--- src/rtl/pc_pkg.sv ---
// Shared types and defaults for the fetch program-counter generator.
// Holds the FSM state enum, default vectors and the step helper.
package pc_pkg;

    typedef enum logic {
        BOOT = 1'b0,
        RUN  = 1'b1
    } pc_state_e;

    localparam logic [31:0] PC_RESET_VEC = 32'h0000_0000;
    localparam logic [31:0] PC_TRAP_VEC  = 32'h0000_0100;

    function automatic int unsigned pc_step(input int unsigned align);
        return 32'd1 << align;
    endfunction

endpackage

--- src/rtl/pc_pace_cnt.sv ---
// Saturating cycles-per-instruction pacing counter.
// Ports: clk, rst (async, active-high), en (count), clr (restart), done (at CPI-1).
module pc_pace_cnt
    import pc_pkg::*;
#(
    parameter int unsigned CPI = 1
) (
    input  logic clk,
    input  logic rst,
    input  logic en,
    input  logic clr,
    output logic done
);

    localparam int unsigned CW = (CPI > 1) ? $clog2(CPI) : 1;
    localparam logic [CW-1:0] LAST = CW'(CPI - 1);

    logic [CW-1:0] cnt_q;
    logic [CW-1:0] cnt_d;

    always_comb begin
        cnt_d = cnt_q;
        if (clr) begin
            cnt_d = '0;
        end else if (en && (cnt_q != LAST)) begin
            cnt_d = cnt_q + CW'(1);
        end
    end

    always_ff @(posedge clk or posedge rst) begin
        if (rst) begin
            cnt_q <= '0;
        end else begin
            cnt_q <= cnt_d;
        end
    end

    assign done = (cnt_q == LAST);

endmodule

--- src/rtl/pc_gen.sv ---
// Program-counter generator: paced advance, stall/back-pressure, prioritised redirect.
// Ports: clk, rst, stall, fetch_ready, redirect, redirect_pc -> pc, pc_valid,
//        next_iter, misalign, bad_addr. Macro PC_MISALIGN_CHECK_EN enables trapping
//        of misaligned redirect targets instead of masking them.
module pc_gen
    import pc_pkg::*;
#(
    parameter int unsigned     XLEN      = 32,
    parameter logic [XLEN-1:0] RESET_VEC = XLEN'(PC_RESET_VEC),
    parameter logic [XLEN-1:0] TRAP_VEC  = XLEN'(PC_TRAP_VEC),
    parameter int unsigned     ALIGN     = 2,
    parameter int unsigned     CPI       = 1
) (
    input  logic            clk,
    input  logic            rst,
    input  logic            stall,
    input  logic            fetch_ready,
    input  logic            redirect,
    input  logic [XLEN-1:0] redirect_pc,
    output logic [XLEN-1:0] pc,
    output logic            pc_valid,
    output logic            next_iter,
    output logic            misalign,
    output logic [XLEN-1:0] bad_addr
);

    localparam logic [XLEN-1:0] STEP = XLEN'(pc_step(ALIGN));
    localparam logic [XLEN-1:0] LOW  = STEP - XLEN'(1);

    pc_state_e       state_q, state_d;
    logic [XLEN-1:0] pc_q, pc_d;
    logic            valid_q, valid_d;
    logic            iter_q, iter_d;
    logic            pend_vld_q, pend_vld_d;
    logic [XLEN-1:0] pend_pc_q, pend_pc_d;

    logic            run;
    logic            done;
    logic            adv;
    logic            take;
    logic [XLEN-1:0] pend_in;
    logic [XLEN-1:0] tgt;

    assign run  = (state_q == RUN);
    assign adv  = run && done && fetch_ready && !stall;
    assign take = redirect || pend_vld_q;

    pc_pace_cnt #(
        .CPI (CPI)
    ) u_pace (
        .clk  (clk),
        .rst  (rst),
        .en   (run && !stall),
        .clr  (adv),
        .done (done)
    );

`ifdef PC_MISALIGN_CHECK_EN
    // Raw targets are kept so a misaligned one can be reported.
    logic            mis_q, mis_d;
    logic [XLEN-1:0] bad_q, bad_d;

    assign pend_in = redirect_pc;
`else
    assign pend_in = redirect_pc & ~LOW;
`endif

    // Live redirect outranks the pending one.
    assign tgt = redirect ? pend_in : pend_pc_q;

    always_comb begin
        state_d    = state_q;
        pc_d       = pc_q;
        valid_d    = valid_q;
        iter_d     = 1'b0;
        pend_vld_d = pend_vld_q;
        pend_pc_d  = pend_pc_q;
`ifdef PC_MISALIGN_CHECK_EN
        mis_d      = 1'b0;
        bad_d      = bad_q;
`endif
        unique case (state_q)
            BOOT: begin
                state_d = RUN;
                valid_d = 1'b1;
                iter_d  = 1'b1;
            end
            RUN: begin
                if (adv) begin
                    iter_d     = 1'b1;
                    pend_vld_d = 1'b0;
                    if (take) begin
                        pc_d = tgt;
`ifdef PC_MISALIGN_CHECK_EN
                        if ((tgt & LOW) != '0) begin
                            pc_d  = TRAP_VEC;
                            mis_d = 1'b1;
                            bad_d = tgt;
                        end
`endif
                    end else begin
                        pc_d = pc_q + STEP;
                    end
                end
            end
        endcase
        // A redirect that misses an advance waits; the newest one wins.
        if (redirect && !adv) begin
            pend_vld_d = 1'b1;
            pend_pc_d  = pend_in;
        end
    end

    always_ff @(posedge clk or posedge rst) begin
        if (rst) begin
            state_q    <= BOOT;
            pc_q       <= RESET_VEC;
            valid_q    <= 1'b0;
            iter_q     <= 1'b0;
            pend_vld_q <= 1'b0;
            pend_pc_q  <= '0;
`ifdef PC_MISALIGN_CHECK_EN
            mis_q      <= 1'b0;
            bad_q      <= '0;
`endif
        end else begin
            state_q    <= state_d;
            pc_q       <= pc_d;
            valid_q    <= valid_d;
            iter_q     <= iter_d;
            pend_vld_q <= pend_vld_d;
            pend_pc_q  <= pend_pc_d;
`ifdef PC_MISALIGN_CHECK_EN
            mis_q      <= mis_d;
            bad_q      <= bad_d;
`endif
        end
    end

    assign pc        = pc_q;
    assign pc_valid  = valid_q;
    assign next_iter = iter_q;

`ifdef PC_MISALIGN_CHECK_EN
    assign misalign = mis_q;
    assign bad_addr = bad_q;
`else
    logic unused_trap;
    assign unused_trap = ^TRAP_VEC;
    assign misalign    = 1'b0;
    assign bad_addr    = '0;
`endif

endmodule

--- config.mk ---
export PLATFORM = sky130hd
export DESIGN_NAME = pc_gen
export DESIGN_NICKNAME = d
export VERILOG_FILES = /design/src/rtl/pc_pkg.sv /design/src/rtl/pc_pace_cnt.sv /design/src/rtl/pc_gen.sv
export SDC_FILE = /design/constraint.sdc
export NUM_CORES = 1
export LEC_CHECK = 0
export CAP_MARGIN = 25
export CORE_AREA = 2 2 130 69
export CTS_CLUSTER_SIZE = 16
export DETAILED_ROUTE_END_ITERATION = 8
export DIE_AREA = 0 0 132 71
export DONT_BUFFER_PORTS = 1
export GPL_TIMING_DRIVEN = 0
export PLACE_DENSITY_LB_ADDON = 0.08
export SKIP_LAST_GASP = 1
export SYNTH_ARGS = -nofsm -noshare
export SYNTH_HDL_FRONTEND = slang
export SYNTH_HIERARCHICAL = 1
export SYNTH_SLANG_ARGS = --single-unit
--- constraint.sdc ---
create_clock -name clk -period 6.16 [get_ports clk]
set_clock_uncertainty 0.05 [all_clocks]
set_input_delay 1.232 -clock clk [delete_from_list [all_inputs] [get_ports clk]]
set_output_delay 1.232 -clock clk [all_outputs]
set_load 0.005 [all_outputs]
==> run summary, run 1 <==
Die span in x - 132 um
Worst vdd rail ir drop - 0.1824 mV
Post-Syn Instances - 422
Hold Path Class - reg -> reg
Area Overhead vs Synth - 15.42%
IO Count - 104
Synth warnings - 6
Kind of critical path - in -> reg
Post-synth EDFFs - 0
Via count - 3528
RSZ-0062 raised after global routing - false
Worst setup EP type - flip-flop
Critical Path Slowest Stage Cell - clkbuf_1
Startpoint Class - input pin
Top-area cell type share of the netlist area - 41.24%
Met2 Wirelength - 4.822 mm
Sw Share - 31.68%
Post-synthesis sequential area ratio - 41.24%
Pin count of the biggest net entering global routing - 42
Post-DP HPWL - 9.203 mm
Filler Cells Inserted - 798
Power per cell area - 309.0 nW/um^2
Logic gate share of total power - 18.6%
First-pass GRT wire length - 19.46 mm
TritonCTS clock tree - done
Most frequent cells in the layout - dfrtp_1, a21oi_1, conb_1
Met1 wire length - 5.785 mm
Rows - 24
Max_cap viols - 0
Min Tclk post-route - 2.953 ns
Vias per cell - 5.970
Largest area contributor in the netlist - dfrtp_1
Total grt overflow - 0
Req. time, crit path - 6.37 ns
Worst-Skew Late Latency - 0.33 ns
Share of cells above drive strength 1 - 21.52%
Crit path max-delay family - buffers and inverters
Clock power share - 37.6%
Hold_buf cts - 0
Status - finished clean
Crit path cell chain - nand4b_1 > buf_2 > clkbuf_1 > clkbuf_1 > a21oi_1 > nand3_1
Post-synth top flop - dfrtp_1
Top post-synthesis cells by area - dfrtp_1, mux2_2, buf_4, a21oi_1, nand3_1
Die area - 9372 sq um
Final ANT Viol Nets - 0
Wire length per cell after detailed routing - 21.18 um
Yosys cell types - 60
Syn_area_per_cell - 9.345 sq um
Clock sinks - 65
CP max FO - 10
Initial Utilization - 47.41%
Setup TNS - 0 ns
DRT Wirelength - 12.52 mm
Seq cells post-synth - 65
DIE HEIGHT - 71 um
Root Driver - clkbuf_16
Final nets - 507
Async set or reset register ratio after synthesis - 100.0%
Worst-Margin Slew - 0.7680 ns
Utilization after layout - 54.72%
Gpl congestion - 0.9622
Most used cell, CP - clkbuf_1
Starting DRT DRC Count - 338
DRC viols - 0
H-tree levels - 3
Net Switching - 0.4456 mW
CP Data Arrival Time - 3.16 ns
Vias in the first global route - 3306
Max Root-Sink Buffers - 2
Final hold violation count - 0
Top Metal Used - met4
Final slew viol count - 0
Fin crit share - 47.93%
CTS resizes - 0
Antenna diode count - 0
Slew margin rel. - 48.80%
Total track usage - 27.84%
Initial antenna violation count - 0
CTS buffer count - 9
PortBufs - 0
Core area - 8318 sq um
Routed length on met3 - 1.768 mm
Mapped Area - 3944 sq um
CP max stage delay - 0.61 ns
WP buf/inv - 3
Setup repair bufs after CTS - 0
First-pass DRT Iterations - 5
Most common cell after layout, fill and taps aside - dfrtp_1
Setup violators final - 0
Peak Freq - 0.3387 GHz
Leak - 1.923 nW
Sequential share of power - 43.8%
Internal power component - 0.9607 mW
R2r setup slk - 3.68 ns
CTS clk-pin slew, worst paths - 0.05 ns
-- cells in the mapped netlist, types with 2 or more instances --
library cell  number
dfrtp_1           65
a21oi_1           36
buf_4             35
mux2_2            30
nand2_1           28
nand3_1           24
clkbuf_1          18
nor3_1            15
o21ai_0           15
nor2_1            14
inv_1             11
buf_2              8
nand4_1            8
a211oi_1           6
a22oi_1            6
mux2i_1            6
nand3b_1           6
o211ai_1           6
or3_1              6
nor2b_1            5
o22a_1             5
o31ai_1            5
o311ai_0           4
or2_2              4
a21o_1             3
and4_1             3
buf_1              3
a221oi_1           2
a22o_1             2
a311o_1            2
a31oi_1            2
and3_1             2
and3b_1            2
clkinv_1           2
conb_1             2
nand2b_1           2
nand4_2            2
nor4_1             2
o22ai_1            2
o31a_1             2
or4_1              2
-- stage by stage --
stage | instances | power [mW] | worst slack (ns) | hold WS, ns | instance area (sq um)
2_1_floorplan | 456 | 0.7808 | 3.280 | 0.3929 | 4071
3_3_place_gp | 573 | 0.8653 | 2.491 | 0.4215 | 4218
5_1_grt | 591 | 1.469 | 3.171 | 0.4480 | 4552
6_report | 591 | 1.406 | 3.207 | 0.4235 | 4552
4_1_cts | 590 | 1.401 | 3.325 | 0.4248 | 4547
3_5_place_dp | 574 | 0.8738 | 2.988 | 0.4163 | 4238
-- per-layer routing --
metal	GRT usage, %	vias up
met5	0	-
met4	6.401	0
met3	13.19	15
met2	37.38	225
met1	40.18	1695
li1	-	1593
-- logic make-up after synthesis --
family	after synthesis	share of synthesized area, %
multiplexers	36	10.09
AO/OA/AOI/OAI	110	18.81
other	2	0.1904
flip-flops	65	41.24
AND/OR/NAND/NOR	131	18.43
buffers and inverters	77	10.91
adder cells (fa/ha/maj)	1	0.3172
-- final cells by class --
| class | count | area [sq um] | area share [%] |
|---|---|---|---|
| inverter | 13 | 48.80 | 1.072 |
| tap | 117 | 146.4 | 3.216 |
| timing repair buffer | 2 | 25.02 | 0.5498 |
| sequential | 65 | 1627 | 35.73 |
| clock inverter | 2 | 35.03 | 0.7697 |
| clock buffer | 14 | 274.0 | 6.020 |
| buffer | 64 | 381.6 | 8.384 |
| multi-input combinational | 314 | 2014 | 44.25 |
-- state kept, by name, indices dropped and copies added, names as in the netlist --
signal,flops
run,1
pend_vld_q,1
pend_pc_q,30
next_iter,1
pc,30
u_pace/cnt_q,1
pc_valid,1
-- worst paths after layout --
| path | from | to | depth (start not counted) |
|---|---|---|---|
| worst max-delay path | stall | pc[24] | 6 |
| worst min-delay path | run | next_iter | 1 |
| worst max register to register | run | pc[24] | 6 |
| worst min register to register | run | next_iter | 1 |
| max in group asynchronous | rst | pend_pc_q[28] | 2 |
| min in group asynchronous | rst | u_pace/cnt_q | 1 |
-- power groups by stage --
stage,clock [mW],sequential (mW),combinational [mW]
after CTS,0.532,0.612,0.257
after global placement,0,0.615,0.250
after global routing,0.552,0.626,0.290
after floorplan,0,0.582,0.198
after detailed placement,0,0.619,0.255
final,0.528,0.616,0.262
Note: power is estimated with default switching activity, not from simulation.
==> run 2, diff against run 1 <==
==> constraint.sdc (replaced) <==
create_clock -name clk -period 3.05 [get_ports clk]
set_clock_uncertainty 0.05 [all_clocks]
set_input_delay 0.61 -clock clk [delete_from_list [all_inputs] [get_ports clk]]
set_output_delay 0.61 -clock clk [all_outputs]
set_load 0.005 [all_outputs]
==> run summary, run 2 (synthesized netlist as in run 1, its figures left out) <==
Status - finished clean
CTS resizes - 0
Fin crit share - 81.18%
Total grt overflow - 0
DRT Wirelength - 12.53 mm
Power per cell area - 624.3 nW/um^2
Most used cell, CP - clkbuf_1
Most common cell after layout, fill and taps aside - dfrtp_1
Reg area - 1627 sq um
Kind of critical path - reg -> reg
Area Overhead vs Synth - 15.67%
Worst hold slack - 0.1573 ns
H-tree levels - 3
Peak Freq - 0.4039 GHz
RR Endpoint - pc[24]
Crit path cell chain - nand4b_1 > buf_2 > clkbuf_1 > clkbuf_1 > a21oi_1 > nand3_1
Filler Cells Inserted - 797
DRC viols - 0
Utilization after layout - 54.84%
Worst setup EP type - flip-flop
TritonCTS clock tree - done
Post-DP HPWL - 9.203 mm
Final slew viol count - 0
Critical Path Slowest Stage Cell - clkbuf_1
Setup violators final - 0
CP max stage delay - 0.62 ns
PortBufs - 0
Final nets - 508
RSZ-0062 raised after global routing - false
Max_cap viols - 0
Worst-Skew Late Latency - 0.34 ns
Core area - 8318 sq um
IO Count - 104
Hold Path Class - in -> async
Via count - 3534
Worst vdd rail ir drop - 0.3690 mV
Setup TNS - 0 ns
DIE HEIGHT - 71 um
Startpoint Class - flip-flop
Max Root-Sink Buffers - 2
GR Util met2 - 37.38%
Wire length per cell after detailed routing - 21.17 um
CTS buffer count - 9
CTS clk-pin slew, worst paths - 0.05 ns
Gr busiest metal - met1
Share of cells above drive strength 1 - 21.47%
Slew margin rel. - 48.97%
Rows - 24
Gpl congestion - 0.9622
CP max FO - 10
Starting DRT DRC Count - 325
CP Capture Point - pc[24]
Met3 Usage GRT - 13.12%
Req. time, crit path - 3.26 ns
CP Data Arrival Time - 2.69 ns
Antenna diode count - 0
CP startpoint - run
Vias per cell - 5.970
Min Tclk post-route - 2.476 ns
Multi-input logic area - 2014 sq um
Die area - 9372 sq um
Initial antenna violation count - 0
Clock sinks - 65
Total track usage - 27.86%
Met1 Track Usage GR - 40.27%
Initial Utilization - 47.41%
Leak - 1.928 nW
Pin count of the biggest net entering global routing - 42
Reg2reg path depth - 6
First-pass GRT wire length - 19.48 mm
Final hold violation count - 0
Worst-Margin Slew - 0.7655 ns
Final ANT Viol Nets - 0
Die span in x - 132 um
Placed insts - 574
Vias in the first global route - 3309
Root Driver - clkbuf_16
R2r setup slk - 0.57 ns
Layout Cells excl Fill - 592
RR Startpoint - run
First-pass DRT Iterations - 5
Most frequent cells in the layout - dfrtp_1, a21oi_1, conb_1
[run 2: cell types whose count changed in the layout (fill, tap and decap cells not counted)]
cell and change:
dlygate4sd3_1 +1
[run 2: critical path, delay by kind of cell (launching register included)]
family / cells / cell delay, ns
buffers and inverters: 3 / 1.42
and+or+nand+nor: 2 / 0.38
DFF: 1 / 0.40
AOI/OAI and AO/OA: 1 / 0.15
[run 2: worst min path at each step]
stage	from	to	slack (ns)	depth (start not counted)
global placement	rst	u_pace/cnt_q	0.29	1
floorplan	rst	u_pace/cnt_q	0.29	1
global route	rst	next_iter	0.20	1
CTS	rst	pc_valid	0.17	1
detailed placement	rst	u_pace/cnt_q	0.30	1
finish	rst	pc_valid	0.16	1
[run 2: area by class of cell]
type | instances | area share [%]
Sequential cell | 65 | 35.66
Clock inverter | 2 | 0.7680
Tap cell | 117 | 3.209
Clock buffer | 14 | 6.007
Timing Repair Buffer | 3 | 0.7680
Inverter | 13 | 1.070
Buffer | 64 | 8.365
Multi-Input combinational cell | 314 | 44.16
[run 2: where the power goes]
part	internal (mW)	total, mW	switching [mW]
clock network	0.699	1.07	0.375
registers	1.01	1.24	0.231
logic	0.230	0.531	0.300
[run 2: per-layer routing]
layer  part of all wire, %  vias to the layer above
met3                    14                       13
met5                     0                        -
met1                    47                     1724
met4                  0.99                        0
met2                    39                      199
li1                      -                     1598
[run 2: timing repair]
item / CTS / global route
hold endpoints to repair: 1 / 0
endpoints found under the setup margin: 0 / 0
hold buffers: 1 / 0
setup buffers: 0 / 0
[run 2: through the flow]
step                      worst slack (ns)  power [mW]  instance area [sq um]
after floorplan                     0.7919       1.577                   4071
after global placement            0.002821       1.748                   4218
after detailed placement            0.5002       1.765                   4238
after CTS                           0.6806       2.831                   4557
after global routing                0.4516       2.968                   4562
final                               0.5741       2.848                   4562
==> run 3, diff against run 2 <==
==> constraint.sdc (replaced) <==
create_clock -name clk -period 2.58 [get_ports clk]
set_clock_uncertainty 0.05 [all_clocks]
set_input_delay 0.516 -clock clk [delete_from_list [all_inputs] [get_ports clk]]
set_output_delay 0.516 -clock clk [all_outputs]
set_load 0.005 [all_outputs]
==> run summary, run 3 (synthesized netlist as in run 1, its figures left out) <==
RSZ-0062 raised after global routing - false
CP Data Arrival Time - 2.69 ns
Total grt overflow - 0
Final slew viol count - 0
Startpoint Class - flip-flop
IO Count - 104
Vias per cell - 5.990
Post-route cell area - 4562 sq um
Critical Path Slowest Stage Cell - clkbuf_1
Final hold violation count - 0
Max Root-Sink Buffers - 2
Post-Place Cell Area - 4238 sq um
Leak - 1.928 nW
DRC viols - 0
Antenna diode count - 0
Via count - 3546
Fin crit share - 96.01%
Crit path cell chain - nand4b_1 > buf_2 > clkbuf_1 > clkbuf_1 > a21oi_1 > nand3_1
CP max stage delay - 0.61 ns
Max_cap viols - 0
Req. time, crit path - 2.79 ns
DIE HEIGHT - 71 um
H-tree levels - 3
Area Overhead vs Synth - 15.67%
Setup violators final - 0
Peak Freq - 0.4037 GHz
Status - finished clean
CP max FO - 10
Final nets - 508
PnR Total Power - 3.361 mW
Clock sinks - 65
Total track usage - 27.86%
Worst vdd rail ir drop - 0.4354 mV
Gpl congestion - 0.9622
Pin count of the biggest net entering global routing - 42
Worst slack, placed - 0.1242 ns
Core area - 8318 sq um
First-pass DRT Iterations - 5
Initial Utilization - 47.41%
Worst setup margin - 0.1029 ns
Slew margin rel. - 49.35%
Starting DRT DRC Count - 365
Die area - 9372 sq um
DRT Wirelength - 12.54 mm
Power per cell area - 736.8 nW/um^2
Kind of critical path - reg -> reg
Setup repair bufs after CTS - 0
Most common cell after layout, fill and taps aside - dfrtp_1
TritonCTS clock tree - done
Die span in x - 132 um
Final ANT Viol Nets - 0
Worst setup EP type - flip-flop
Post-DP HPWL - 9.203 mm
Wire length per cell after detailed routing - 21.18 um
Initial antenna violation count - 0
Most used cell, CP - clkbuf_1
Worst-Skew Late Latency - 0.33 ns
First-pass GRT wire length - 19.48 mm
CTS buffer count - 9
Setup TNS - 0 ns
Hold Path Class - in -> async
Root Driver - clkbuf_16
Vias in the first global route - 3309
Most frequent cells in the layout - dfrtp_1, a21oi_1, conb_1
Rows - 24
CTS resizes - 0
Worst-Margin Slew - 0.7597 ns
Min Tclk post-route - 2.477 ns
PortBufs - 0
Worst hold slack - 0.06148 ns
CTS clk-pin slew, worst paths - 0.05 ns
Share of cells above drive strength 1 - 21.47%
## run 3: routing by layer
| layer | wire length [um] | GRT usage (%) | up-vias |
|---|---|---|---|
| met5 | 0 | 0 | - |
| met4 | 114 | 6.401 | 0 |
| met3 | 1834 | 13.12 | 11 |
| met2 | 4857 | 37.38 | 223 |
| met1 | 5731 | 40.27 | 1713 |
| li1 | - | - | 1599 |
## run 3: worst paths after layout
path / startpoint / end / slack [ns] / cells past startpoint
worst min register to register: run / next_iter / 0.42 / 1
worst min-delay path: rst / pc_valid / 0.06 / 1
max in group asynchronous: rst / pend_pc_q[13] / 1.79 / 2
worst max register to register: run / pc[24] / 0.10 / 6
worst max-delay path: run / pc[24] / 0.10 / 6
min in group clk: redirect_pc[23] / pend_pc_q[23] / 0.28 / 1
## run 3: what timing repair did
| action | in CTS | in global routing |
|---|---|---|
| hold buffers | 1 | 0 |
| setup endpoints to repair | 0 | 1 |
| hold endpoints to repair | 1 | 0 |
## run 3: through the flow
| stage | instances | utilization [%] |
|---|---|---|
| final | 592 | 54.84 |
| after global routing | 592 | 54.84 |
| after global placement | 573 | 50.71 |
| after detailed placement | 574 | 50.95 |
| after CTS | 591 | 54.78 |
| after floorplan | 456 | - |
## run 3: area by class of cell
class	count	area [sq um]
Inverter	13	48.80
Sequential cell	65	1627
Tap cell	117	146.4
Clock buffer	14	274.0
Clock inverter	2	35.03
Fill cell	797	3756
Multi-Input combinational cell	314	2014
Buffer	64	381.6
Timing Repair Buffer	3	35.03
## run 3: worst max-delay path: cells and delay by family (launching register included)
kind / cells / cell delay (ns)
buf+inv: 3 / 1.41
flops: 1 / 0.40
simple gates: 2 / 0.39
compound gates: 1 / 0.15
## run 3: power by group
part | total, mW | leakage, nW | switching, mW | internal, mW
clock network | 1.26 | 0.153 | 0.437 | 0.826
registers | 1.47 | 0.758 | 0.273 | 1.20
logic | 0.629 | 1.02 | 0.357 | 0.273
total | 3.36 | 1.93 | 1.07 | 2.29
